## src/rtl/sseg_pkg.sv

```systemverilog
// Shared types and glyph constants for 7-segment readback.
// Segment order: bit0 top .. bit5 upper-left, bit6 middle.
package sseg_pkg;

  typedef logic [6:0] sseg_t;

  localparam sseg_t SSEG_0     = 7'h3F;
  localparam sseg_t SSEG_1     = 7'h06;
  localparam sseg_t SSEG_2     = 7'h5B;
  localparam sseg_t SSEG_3     = 7'h4F;
  localparam sseg_t SSEG_4     = 7'h66;
  localparam sseg_t SSEG_5     = 7'h6D;
  localparam sseg_t SSEG_6     = 7'h7D;
  localparam sseg_t SSEG_7     = 7'h07;
  localparam sseg_t SSEG_8     = 7'h7F;
  localparam sseg_t SSEG_9     = 7'h6F;
  localparam sseg_t SSEG_A     = 7'h77;
  localparam sseg_t SSEG_B     = 7'h7C;
  localparam sseg_t SSEG_C     = 7'h58;
  localparam sseg_t SSEG_D     = 7'h5E;
  localparam sseg_t SSEG_E     = 7'h79;
  localparam sseg_t SSEG_F     = 7'h71;
  localparam sseg_t SSEG_BLANK = 7'h00;

  typedef enum logic [1:0] {
    WAIT,
    DECODE,
    OUT
  } state_t;

endpackage

```

## src/rtl/sseg2num.sv

```systemverilog
// Single-digit 7-segment to nibble decoder.
// Exact glyph match only; blank and illegal patterns flagged.
module sseg2num
  import sseg_pkg::*;
(
  input  sseg_t      seg,
  output logic [3:0] nib,
  output logic       err,
  output logic       blank
);

  always_comb begin
    nib   = 4'h0;
    err   = 1'b0;
    blank = 1'b0;
    unique case (1'b1)
      (seg == SSEG_0):     nib = 4'h0;
      (seg == SSEG_1):     nib = 4'h1;
      (seg == SSEG_2):     nib = 4'h2;
      (seg == SSEG_3):     nib = 4'h3;
      (seg == SSEG_4):     nib = 4'h4;
      (seg == SSEG_5):     nib = 4'h5;
      (seg == SSEG_6):     nib = 4'h6;
      (seg == SSEG_7):     nib = 4'h7;
      (seg == SSEG_8):     nib = 4'h8;
      (seg == SSEG_9):     nib = 4'h9;
      (seg == SSEG_A):     nib = 4'hA;
      (seg == SSEG_B):     nib = 4'hB;
      (seg == SSEG_C):     nib = 4'hC;
      (seg == SSEG_D):     nib = 4'hD;
      (seg == SSEG_E):     nib = 4'hE;
      (seg == SSEG_F):     nib = 4'hF;
      (seg == SSEG_BLANK): blank = 1'b1;
      default:             err = 1'b1;
    endcase
  end

endmodule

```

## src/rtl/sseg2num_capture.sv

```systemverilog
// Captures stable HEX display patterns and decodes them
// one digit per cycle into a word on a valid/ready port.
module sseg2num_capture
  import sseg_pkg::*;
#(
  parameter int NUM_DIGITS    = 6,
  parameter int STABLE_CYCLES = 4
) (
  input  logic                    clk,
  input  logic                    rst_n,
  input  logic [7*NUM_DIGITS-1:0] sseg_in,
  output logic                    out_valid,
  input  logic                    out_ready,
  output logic [4*NUM_DIGITS-1:0] out_value,
  output logic [NUM_DIGITS-1:0]   out_err,
  output logic [NUM_DIGITS-1:0]   out_blank
);

  localparam int IW =
    (NUM_DIGITS > 1) ? $clog2(NUM_DIGITS) : 1;
  localparam int CW = $clog2(STABLE_CYCLES + 1);
  localparam logic [IW-1:0] LAST = IW'(NUM_DIGITS - 1);
  localparam logic [CW-1:0] FULL = CW'(STABLE_CYCLES);

  state_t                  state, nstate;
  logic [7*NUM_DIGITS-1:0] snap;
  logic [CW-1:0]           cnt;
  logic                    reported, dirty;
  logic [IW-1:0]           idx;
  logic [4*NUM_DIGITS-1:0] acc_val, acc_val_n;
  logic [NUM_DIGITS-1:0]   acc_err, acc_err_n;
  logic [NUM_DIGITS-1:0]   acc_blk, acc_blk_n;
  sseg_t                   cur;
  logic [3:0]              nib;
  logic                    d_err, d_blk;
  logic                    chg, full, last;

  assign chg  = (sseg_in != snap);
  assign full = (cnt == FULL);
  assign last = (idx == LAST);

  always_comb begin
    cur = '0;
    for (int i = 0; i < NUM_DIGITS; i++)
      if (idx == IW'(i)) cur = snap[7*i +: 7];
  end

  sseg2num u_dec (
    .seg   (cur),
    .nib   (nib),
    .err   (d_err),
    .blank (d_blk)
  );

  always_comb begin
    acc_val_n = acc_val;
    acc_err_n = acc_err;
    acc_blk_n = acc_blk;
    for (int i = 0; i < NUM_DIGITS; i++)
      if (idx == IW'(i)) begin
        acc_val_n[4*i +: 4] = nib;
        acc_err_n[i]        = d_err;
        acc_blk_n[i]        = d_blk;
      end
  end

  always_comb begin
    nstate = state;
    unique case (state)
      WAIT:
        if (full && !reported && !chg)
          nstate = DECODE;
      DECODE:
        if (chg)       nstate = WAIT;
        else if (last) nstate = OUT;
      OUT:
        if (out_ready) nstate = WAIT;
      default: nstate = WAIT;
    endcase
  end

  always_ff @(posedge clk or negedge rst_n) begin
    if (!rst_n) state <= WAIT;
    else        state <= nstate;
  end

  always_ff @(posedge clk or negedge rst_n) begin
    if (!rst_n) begin
      snap      <= '0;
      cnt       <= '0;
      reported  <= 1'b0;
      dirty     <= 1'b0;
      idx       <= '0;
      acc_val   <= '0;
      acc_err   <= '0;
      acc_blk   <= '0;
      out_valid <= 1'b0;
      out_value <= '0;
      out_err   <= '0;
      out_blank <= '0;
    end else begin
      snap <= sseg_in;
      if (chg) begin
        cnt      <= '0;
        reported <= 1'b0;
      end else if (!full) begin
        cnt <= cnt + 1'b1;
      end
      case (state)
        WAIT:
          if (nstate == DECODE) begin
            idx     <= '0;
            acc_val <= '0;
            acc_err <= '0;
            acc_blk <= '0;
            dirty   <= 1'b0;
          end
        DECODE:
          if (!chg) begin
            idx     <= idx + 1'b1;
            acc_val <= acc_val_n;
            acc_err <= acc_err_n;
            acc_blk <= acc_blk_n;
            if (last) begin
              out_value <= acc_val_n;
              out_err   <= acc_err_n;
              out_blank <= acc_blk_n;
              out_valid <= 1'b1;
            end
          end
        OUT: begin
          // a change while held means the display must be re-captured
          if (chg) dirty <= 1'b1;
          if (out_ready) begin
            out_valid <= 1'b0;
            reported  <= !(dirty || chg);
          end
        end
        default: ;
      endcase
    end
  end

endmodule

```

## config.mk

```make
export PLATFORM = sky130hd
export DESIGN_NAME = sseg2num_capture
export DESIGN_NICKNAME = d
export VERILOG_FILES = /design/src/rtl/sseg_pkg.sv /design/src/rtl/sseg2num.sv /design/src/rtl/sseg2num_capture.sv
export SDC_FILE = /design/constraint.sdc
export NUM_CORES = 1
export LEC_CHECK = 0
export ABC_AREA = 1
export CAP_MARGIN = 15
export CORE_MARGIN = 2
export CORE_UTILIZATION = 28
export DETAILED_ROUTE_END_ITERATION = 10
export GPL_TIMING_DRIVEN = 0
export HOLD_SLACK_MARGIN = 0.08
export SLEW_MARGIN = 20
export SYNTH_ARGS = -nofsm -noshare
export SYNTH_HDL_FRONTEND = slang
export SYNTH_HIERARCHICAL = 1
export SYNTH_SLANG_ARGS = --single-unit
export TNS_END_PERCENT = 5
```

## constraint.sdc

```tcl
create_clock -name clk -period 3.5 [get_ports clk]
set_input_delay 0.875 -clock clk [delete_from_list [all_inputs] [get_ports clk]]
set_output_delay 0.875 -clock clk [all_outputs]
set_load 0.05 [all_outputs]
```

==> impl_table.tex, run 1 <==
\begin{tabular}{lr}
\hline
Metric & Value \\
\hline
\multicolumn{2}{l}{\textbf{STA}} \\
\quad Minimum period implied by the final worst setup slack & between 3000 and 4000 ps \\
\quad Fraction of the cycle the final worst path needs & between 90\% and 100\% \\
\quad Final max-slew violation count & 0 \\
\quad Actual slew at the worst max-slew pin & slightly below 600 ps \\
\quad Normalized max-slew margin & just over 60\% \\
\quad Achievable frequency & around 300 MHz \\
\quad Count of final setup violators & 0 \\
\quad Largest clock skew in the final design & approximately 7.5 ps \\
\quad Worst Hold Margin & 336.1 ps \\
\quad Number of hold-slack violations in the final timing report & 0 \\
\quad Setup total negative slack & 0 ps \\
\multicolumn{2}{l}{\textbf{Yosys}} \\
\quad Synth cell types & 31 \\
\quad Biggest area consumer among synthesized cells & sky130\_fd\_sc\_hd\_\_dfrtp\_1 \\
\quad Most frequent cells after synthesis & sky130\_fd\_sc\_hd\_\_nand2\_1, sky130\_fd\_sc\_hd\_\_dfrtp\_1, sky130\_fd\_sc\_hd\_\_nor2\_1 \\
\quad Mean post-synth cell area & 7.707 um\^{}2 \\
\quad Post-synth EDFFs & 0 \\
\quad Flop and latch count out of synthesis & 125 \\
\quad Area of the mapped netlist & $\sim$6600 um\^{}2 \\
\quad Synth Instances & 857 \\
\quad Number of nets in the synthesized netlist & approximately 910 \\
\quad Primary FF master, synth & sky130\_fd\_sc\_hd\_\_dfrtp\_1 \\
\quad Part of the Yosys area used for sequential elements & a little under half \\
\quad Synth top area cells & sky130\_fd\_sc\_hd\_\_dfrtp\_1, sky130\_fd\_sc\_hd\_\_nand2\_1, sky130\_fd\_sc\_hd\_\_nor2\_1, sky130\_fd\_sc\_hd\_\_o2111ai\_1, sky130\_fd\_sc\_hd\_\_inv\_1 \\
\quad Syn. warnings & 6 \\
\quad Top cell type's share of synthesized area & a little under half \\
\quad Async set-or-reset flop fraction in the synthesized netlist & 100.0\% \\
\quad Most frequently used cell type in the post-synthesis netlist & sky130\_fd\_sc\_hd\_\_nand2\_1 \\
\multicolumn{2}{l}{\textbf{Worst setup path}} \\
\quad Max FO, Critical Path & 8 \\
\quad Worst Path Arrival & about 3500 ps \\
\quad Critical path endpoint category & flip-flop \\
\quad CP most frequent cell & sky130\_fd\_sc\_hd\_\_nand2\_1 \\
\quad Data required time of the critical path & around 3800 ps \\
\quad Biggest cell delay along the critical path & 400 ps \\
\quad Slowest library cell on the worst path & sky130\_fd\_sc\_hd\_\_dfrtp\_1 \\
\quad Buffering stage count on the worst path with inverters included & 4 \\
\quad Crit path launch type & flip-flop \\
\quad Critical path class & flip-flop to flip-flop \\
\quad Top delay family on crit path & simple AND/OR/NAND/NOR gates \\
\quad Critical Path, Cell by Cell & inv\_2, ha\_2, inv\_2, nor2\_4, nand2\_1, nand3\_1, o21ai\_0, o21ai\_0, nand2\_1, a31oi\_4, inv\_1, nand2\_1, nor2\_4, o21ai\_0, nand2\_1, or2\_4, inv\_6, nand2\_1, o21ai\_1, nor2\_1, o2111ai\_1, nand2\_1 \\
\multicolumn{2}{l}{\textbf{Clock tree}} \\
\quad Hold-fix buffers, CTS & 0 \\
\quad Insertion delay to the later sink of the worst-skew pair & roughly 420 ps \\
\quad Clock tree from TritonCTS & built \\
\quad CTS sink cnt & 125 \\
\quad Number of buffers created by CTS & 17 \\
\quad Worst-case clock buffer depth & 2 \\
\quad Htree depth & 4 \\
\quad Reg clk slew, reported paths & around 60 ps \\
\quad Root Driver & sky130\_fd\_sc\_hd\_\_clkbuf\_16 \\
\multicolumn{2}{l}{\textbf{Global route}} \\
\quad Number of global-route vias before repair & 6061 \\
\quad Initial antenna violation count & 0 \\
\quad Pin count of the biggest net entering global routing & 84 \\
\quad Global-route congestion overflow total & 0 \\
\quad Wire length of the first global-routing pass & around 31000 um \\
\quad All-layer global routing usage & $\sim$16\% \\
\multicolumn{2}{l}{\textbf{Place}} \\
\quad Instance area at placement & approximately 7800 um\^{}2 \\
\quad Final RePlAce weighted congestion & around 0.84 \\
\quad Count of input and output buffers & 81 \\
\quad Placed instance count & 1258 \\
\quad Final HPWL DP & roughly 13000 um \\
\multicolumn{2}{l}{\textbf{Drt}} \\
\quad Iteration-0 DRC Markers & 400 \\
\quad Total number of vias & between 6000 and 7000 \\
\quad Total routed wirelength & between 15000 and 20000 um \\
\quad Final routed wire length divided by cell count & between 10 and 15 um \\
\quad DRT Pass-1 Iters & 5 \\
\quad Via count normalized by instance count & about 4.7 \\
\quad Count of nets left with antenna violations after detail routing & 0 \\
\quad Remaining routing DRC violations & 0 \\
\multicolumn{2}{l}{\textbf{Cells and area}} \\
\quad Number of standard cells in the layout, taps in and fillers out & $\sim$1300 \\
\quad Layout net count & around 1000 \\
\quad Final design area excluding fillers & $\sim$8800 um\^{}2 \\
\quad Post-synthesis to final-layout area growth & 33.87\% \\
\quad Diode insertion count for antenna repair & 0 \\
\quad Fill cell instance count of the final layout & approximately 2400 \\
\quad Fraction of final layout cells sized beyond drive strength 1 & 13.54\% \\
\multicolumn{2}{l}{\textbf{Power}} \\
\quad Largest vdd supply drop & between 0.0002 and 0.0003 V \\
\quad Total leakage power & between 4 and 5 nW \\
\quad Power density over cell area & between 400 and 500 nW/um\^{}2 \\
\quad Total chip power & about 3.7 mW \\
\multicolumn{2}{l}{\textbf{Floorplanning}} \\
\quad Horizontal extent of the die & 157.6 um \\
\quad Starting utilization of the core area & between 20\% and 30\% \\
\quad Height of the chip & between 150 and 200 um \\
\quad Die ar. & 24830 um\^{}2 \\
\quad Core area & roughly 23000 um\^{}2 \\
\quad Placement Rows & 56 \\
\quad Ports placed on the boundary & 82 \\
\multicolumn{2}{l}{\textbf{Run}} \\
\quad Max-capacitance violation count & 0 \\
\multicolumn{2}{l}{\textbf{Min path}} \\
\quad Path class of the lowest-slack min-delay path & input port to async pin \\
\multicolumn{2}{l}{\textbf{Status}} \\
\quad Result of the run & complete, no violations \\
\hline
\end{tabular}
layout make-up:
type / count / area [um^2] / share of cell area, %
Timing Repair Buffer: 93 / 925.9 / 10.47
Clock buffer: 19 / 442.9 / 5.009
Sequential cell: 125 / 3128 / 35.38
Clock inverter: 13 / 215.2 / 2.434
Tap cell: 319 / 399.1 / 4.514
Inverter: 77 / 294.0 / 3.325
Multi-Input combinational cell: 614 / 3243 / 36.68
Buffer: 41 / 193.9 / 2.193
final timing paths:
| check | start | to | slack, ps | cells past startpoint |
|---|---|---|---|---|
| hold reg to reg | acc_blk[0] | acc_blk[0] | 480 | 2 |
| min in group clk | acc_blk[0] | acc_blk[0] | 480 | 2 |
| hold / removal | rst_n | snap[22] | 340 | 1 |
| max in group asynchronous | rst_n | acc_blk[0] | 2430 | 2 |
| setup reg to reg | idx[1] | acc_val[6] | 260 | 22 |
| setup / recovery | idx[1] | acc_val[6] | 260 | 22 |
state kept, by name (all words and copies together) (netlist names), 3 cells and up:
signal     cells
acc_blk        6
acc_err        6
acc_val       24
cnt            3
idx            3
out_blank      6
out_err        6
out_value     24
snap          42
logic make-up (layout without fill, tap and decap cells):
kind of cell             count (synthesis)  after routing  share of synthesized area, %
buffers and inverters                  118            243                         7.179
flip-flops                             125            125                         47.36
adder cells (fa/ha/maj)                  7              7                         1.326
multiplexers                             6              6                        0.9282
AND/OR/NAND/NOR                        436            436                         26.39
AO/OA/AOI/OAI                          134            134                         12.71
XOR/XNOR                                31             31                         4.111
per-layer routing:
metal	vias up	part of all wire (%)	track usage (%)
met1	2893	46	20.31
met2	140	48	26.16
met5	-	0	0
met3	27	4.2	3.586
li1	2997	-	-
met4	0	1.6	5.152
layout by cell type, fill, tap and decap left out, types with 4 or more instances in the layout:
cell and n:
sky130_fd_sc_hd__nand2_1 276, sky130_fd_sc_hd__dfrtp_1 125, sky130_fd_sc_hd__nor2_1 92, sky130_fd_sc_hd__clkdlybuf4s50_1 80, sky130_fd_sc_hd__inv_1 64, sky130_fd_sc_hd__o21ai_1 51, sky130_fd_sc_hd__o2111ai_1 36, sky130_fd_sc_hd__nand3_1 28
sky130_fd_sc_hd__o21ai_0 22, sky130_fd_sc_hd__xnor2_1 21, sky130_fd_sc_hd__clkbuf_1 19, sky130_fd_sc_hd__buf_2 18, sky130_fd_sc_hd__clkbuf_16 17, sky130_fd_sc_hd__inv_2 12, sky130_fd_sc_hd__buf_4 12, sky130_fd_sc_hd__xor2_1 10
sky130_fd_sc_hd__nand2_2 8, sky130_fd_sc_hd__nor2_2 8, sky130_fd_sc_hd__o21ai_2 7, sky130_fd_sc_hd__a31oi_4 6, sky130_fd_sc_hd__a21oi_1 6, sky130_fd_sc_hd__nand4_1 6, sky130_fd_sc_hd__nor2_4 5, sky130_fd_sc_hd__bufinv_16 5
sky130_fd_sc_hd__nand3_2 4, sky130_fd_sc_hd__ha_1 4, sky130_fd_sc_hd__clkinv_4 4, sky130_fd_sc_hd__clkinvlp_4 4
where the power goes:
part	leakage [nW]	total (mW)	internal [mW]	switching, mW
Sequential	1.64	1.49	1.47	0.0222
Combinational	2.11	0.249	0.113	0.135
Clock	0.306	1.97	1.29	0.689
Total	4.06	3.72	2.87	0.847
metrics by stage:
stage | worst slack, ps | utilization [%]
after floorplan | 601.2 | -
after global placement | -3707 | 33.49
after detailed placement | -203.3 | 33.63
after CTS | 0.4357 | 36.58
after global routing | -56.58 | 37.90
final | 263.1 | 37.90
what timing repair did:
item,CTS,global route
pin swaps,0,20
setup buffers,0,11
endpoints found under the setup margin,47,67
gates resized for setup,9,79
Note: power is estimated with default switching activity, not from simulation.
==> run 2: changes to the inputs <==
DONT_BUFFER_PORTS = 1   (was unset)
==> run 2 against run 1 <==
Register-to-register slack got worse by 50 ps. Total power fell by 8.0%. First-iteration DRC count up 19%. Wire length decreased by 0.89%. Worst hold slack lost 190 ps. Die area unchanged. Sequential share of layout area up 4.3 points. Critical path depth up 3. Fmax down 1.5%. Via count fell by 5.1%. Critical path type unchanged. Critical endpoint is now acc_err[4]. Largest power group unchanged.
==> impl_table.tex, run 2 (synthesized netlist as in run 1, its figures left out) <==
\begin{tabular}{lr}
\hline
Metric & Value \\
\hline
\multicolumn{2}{l}{\textbf{Cells and area}} \\
\quad Post-synthesis to final-layout area growth & 19.51\% \\
\quad Layout net count & 938 (-8.1\%) \\
\quad Diode insertion count for antenna repair & 0 (unchanged) \\
\quad Max FFs per register & 42 (unchanged) \\
\quad Fraction of final layout cells sized beyond drive strength 1 & 13.46\% (-0.084 points) \\
\quad Register with the highest flop count & snap \\
\quad Biggest regs & snap x42, acc\_val x24, out\_value x24 \\
\quad Most common cell after layout, fill and taps aside & sky130\_fd\_sc\_hd\_\_nand2\_1 \\
\quad Fill cell instance count of the final layout & 2395 (+0.84\%) \\
\quad Final design area excluding fillers & 7894 um\^{}2 (-11\%) \\
\quad Leading cell types in the layout, fill and taps excluded & sky130\_fd\_sc\_hd\_\_nand2\_1, sky130\_fd\_sc\_hd\_\_dfrtp\_1, sky130\_fd\_sc\_hd\_\_nor2\_1, sky130\_fd\_sc\_hd\_\_inv\_1, sky130\_fd\_sc\_hd\_\_o21ai\_1 \\
\quad Post-layout util & 33.83\% (-4.1 points) \\
\multicolumn{2}{l}{\textbf{STA}} \\
\quad Setup total negative slack & 0 ps (unchanged) \\
\quad Fraction of the cycle the final worst path needs & 93.88\% (+1.4 points) \\
\quad Final max-slew violation count & 0 (unchanged) \\
\quad Count of final setup violators & 0 (unchanged) \\
\quad Minimum period implied by the final worst setup slack & 3286 ps (+49.02 ps) \\
\quad Number of hold-slack violations in the final timing report & 0 (unchanged) \\
\quad Achievable frequency & 304.3 MHz (-1.5\%) \\
\quad RSZ-0062 raised after global routing & yes \\
\quad Largest clock skew in the final design & 9.490 ps (+2.023 ps) \\
\quad Worst Hold Margin & 149.0 ps (-187.2 ps) \\
\quad Actual slew at the worst max-slew pin & 572.6 ps (-13.29 ps) \\
\quad Normalized max-slew margin & 61.83\% (+1.0 points) \\
\multicolumn{2}{l}{\textbf{Drt}} \\
\quad Via count normalized by instance count & 4.718 (+1.3\%) \\
\quad Total routed wirelength & 18570 um (-0.89\%) \\
\quad Count of nets left with antenna violations after detail routing & 0 (unchanged) \\
\quad Final routed wire length divided by cell count & 15.25 um (+5.9\%) \\
\quad Iteration-0 DRC Markers & 476 (+19\%) \\
\quad Total number of vias & 5747 (-5.1\%) \\
\quad Remaining routing DRC violations & 0 (unchanged) \\
\quad DRT Pass-1 Iters & 5 (unchanged) \\
\multicolumn{2}{l}{\textbf{Power}} \\
\quad Total leakage power & 3.723 nW (-8.4\%) \\
\quad Fraction of power consumed by the clock network & 52.0\% (-1.1 points) \\
\quad Power density over cell area & 433.2 nW/um\^{}2 (+3.1\%) \\
\quad Total chip power & 3.419 mW (-8.0\%) \\
\quad Largest vdd supply drop & 0.0003235 V (+21\%) \\
\quad Combinational share of power & 4.3\% (-2.4 points) \\
\quad Fraction of power spent switching nets & 23.17\% (+0.38 points) \\
\quad Sequential share of power & 43.7\% (+3.5 points) \\
\quad Internal power consumption & 2.627 mW (-8.4\%) \\
\quad Switching power & 0.7924 mW (-6.5\%) \\
\multicolumn{2}{l}{\textbf{Floorplanning}} \\
\quad Starting utilization of the core area & 28.31\% (unchanged) \\
\quad Ports placed on the boundary & 82 (unchanged) \\
\quad Horizontal extent of the die & 157.6 um (unchanged) \\
\quad Die ar. & 24830 um\^{}2 (unchanged) \\
\quad Height of the chip & 157.6 um (unchanged) \\
\quad Core area & 23330 um\^{}2 (unchanged) \\
\quad Placement Rows & 56 (unchanged) \\
\multicolumn{2}{l}{\textbf{Place}} \\
\quad Final HPWL DP & 13090 um (-1.1\%) \\
\quad Instance area at placement & 7004 um\^{}2 (-11\%) \\
\quad Count of input and output buffers & 0 (-100\%) \\
\quad Final RePlAce weighted congestion & 0.9037 (+7.0\%) \\
\multicolumn{2}{l}{\textbf{Run}} \\
\quad Max-capacitance violation count & 0 (unchanged) \\
\multicolumn{2}{l}{\textbf{Worst setup path}} \\
\quad Slowest library cell on the worst path & sky130\_fd\_sc\_hd\_\_dfrtp\_2 \\
\quad CP most frequent cell & sky130\_fd\_sc\_hd\_\_nand2\_1 \\
\quad Critical path class & flip-flop to flip-flop \\
\quad Max FO, Critical Path & 8 (unchanged) \\
\quad Biggest cell delay along the critical path & 430 ps (+30 ps) \\
\quad Buffering stage count on the worst path with inverters included & 4 (unchanged) \\
\quad Count of cells along the worst register-to-register path & 25 (+14\%) \\
\quad Crit path launch type & flip-flop \\
\quad Critical path endpoint category & flip-flop \\
\quad Data required time of the critical path & 3810 ps (about the same) \\
\quad Instance count on the critical path & 25 (+14\%) \\
\quad Top delay family on crit path & simple AND/OR/NAND/NOR gates \\
\quad Worst Path Arrival & 3600 ps (+60 ps) \\
\multicolumn{2}{l}{\textbf{Clock tree}} \\
\quad Root Driver & sky130\_fd\_sc\_hd\_\_clkbuf\_16 \\
\quad Worst-case clock buffer depth & 2 (unchanged) \\
\quad Reg clk slew, reported paths & 60 ps (about the same) \\
\quad Clock tree from TritonCTS & built \\
\quad Htree depth & 4 (unchanged) \\
\quad Hold-fix buffers, CTS & 0 (unchanged) \\
\quad Number of buffers created by CTS & 17 (unchanged) \\
\quad Insertion delay to the later sink of the worst-skew pair & 430 ps (about the same) \\
\quad CTS sink cnt & 125 (unchanged) \\
\multicolumn{2}{l}{\textbf{Global route}} \\
\quad All-layer global routing usage & 15.34\% (-0.41 points) \\
\quad Initial antenna violation count & 0 (unchanged) \\
\quad Pin count of the biggest net entering global routing & 126 (+50\%) \\
\quad Number of global-route vias before repair & 5572 (-8.1\%) \\
\quad Global-route congestion overflow total & 0 (unchanged) \\
\quad Wire length of the first global-routing pass & 29370 um (-4.1\%) \\
\multicolumn{2}{l}{\textbf{Min path}} \\
\quad Path class of the lowest-slack min-delay path & input port to async pin \\
\multicolumn{2}{l}{\textbf{Status}} \\
\quad Result of the run & complete, no violations \\
\hline
\end{tabular}
run 2: cell count changes in the layout (fill, tap and decap cells not counted), sizes merged:
cell,delta
clkdlybuf4s50,-80
buf,-3
bufinv,-3
clkinv,+2
clkinvlp,-2
inv,+2
clkbuf,+1
run 2: final cells by class:
class | count | area, um^2 | area share [%]
Multi-Input combinational cell | 614 | 3208 | 40.64
Sequential cell | 125 | 3129 | 39.64
Clock buffer | 20 | 456.7 | 5.785
Tap cell | 319 | 399.1 | 5.056
Inverter | 77 | 294.0 | 3.725
Buffer | 41 | 193.9 | 2.457
Clock inverter | 12 | 137.6 | 1.744
Timing Repair Buffer | 10 | 75.07 | 0.9510
run 2: repair_timing:
action / in CTS / in global routing
setup endpoints to repair: 54 / 60
pin swaps: 1 / 11
resized for setup: 10 / 67
setup buffers: 1 / 9
run 2: worst paths after layout:
path	start	end	slack, ps
worst max-delay path	idx[0]	acc_err[4]	210
worst min-delay path	rst_n	snap[11]	150
worst max register to register	idx[0]	acc_err[4]	210
worst min register to register	acc_val[12]	acc_val[12]	480
max in group asynchronous	rst_n	out_blank[1]	3090
min in group clk	sseg_in[28]	snap[28]	470
run 2: layer usage:
layer	GRT usage, %	share of wire, %
met1	18.76	43
met2	24.39	47
met3	4.681	6.6
met4	8.009	3.4
met5	0	0
run 2: worst register-to-register path, cell delays in order, from the launching register on:
cell                        delay (ps)
sky130_fd_sc_hd__dfrtp_2           430
sky130_fd_sc_hd__inv_2              80
sky130_fd_sc_hd__ha_2              190
sky130_fd_sc_hd__inv_1              70
sky130_fd_sc_hd__nor2_4            220
sky130_fd_sc_hd__nand3_1           130
sky130_fd_sc_hd__nand3_1            80
sky130_fd_sc_hd__o21ai_0           130
sky130_fd_sc_hd__o21ai_1           150
sky130_fd_sc_hd__nand2_1           130
sky130_fd_sc_hd__a31oi_4           250
sky130_fd_sc_hd__nand2_1           150
sky130_fd_sc_hd__nor2_4            190
sky130_fd_sc_hd__nand2_1            70
sky130_fd_sc_hd__nand2_1            90
sky130_fd_sc_hd__inv_1              40
sky130_fd_sc_hd__nand2_1            60
sky130_fd_sc_hd__nor2_1             40
sky130_fd_sc_hd__nand2_1            70
sky130_fd_sc_hd__nor2_2             50
sky130_fd_sc_hd__inv_2             110
sky130_fd_sc_hd__nand2_1            70
sky130_fd_sc_hd__o21ai_1           150
sky130_fd_sc_hd__nor2_1             70
sky130_fd_sc_hd__o2111ai_1         100
sky130_fd_sc_hd__nand2_1            70
run 2: power groups by stage:
stage	Combinational (mW)	Clock [mW]	Sequential, mW
4_1_cts	0.132	1.81	1.49
3_5_place_dp	0.130	0	1.52
3_3_place_gp	0.128	0	1.52
6_report	0.149	1.78	1.49
2_1_floorplan	0.107	0	1.51
5_1_grt	0.171	1.87	1.50
run 2: stage by stage:
stage,worst slack (ps),std cells
floorplan,601.2,857
global placement,-148.4,1176
detailed placement,-225.1,1176
CTS,-6.550,1209
global route,-76.66,1218
finish,214.1,1218
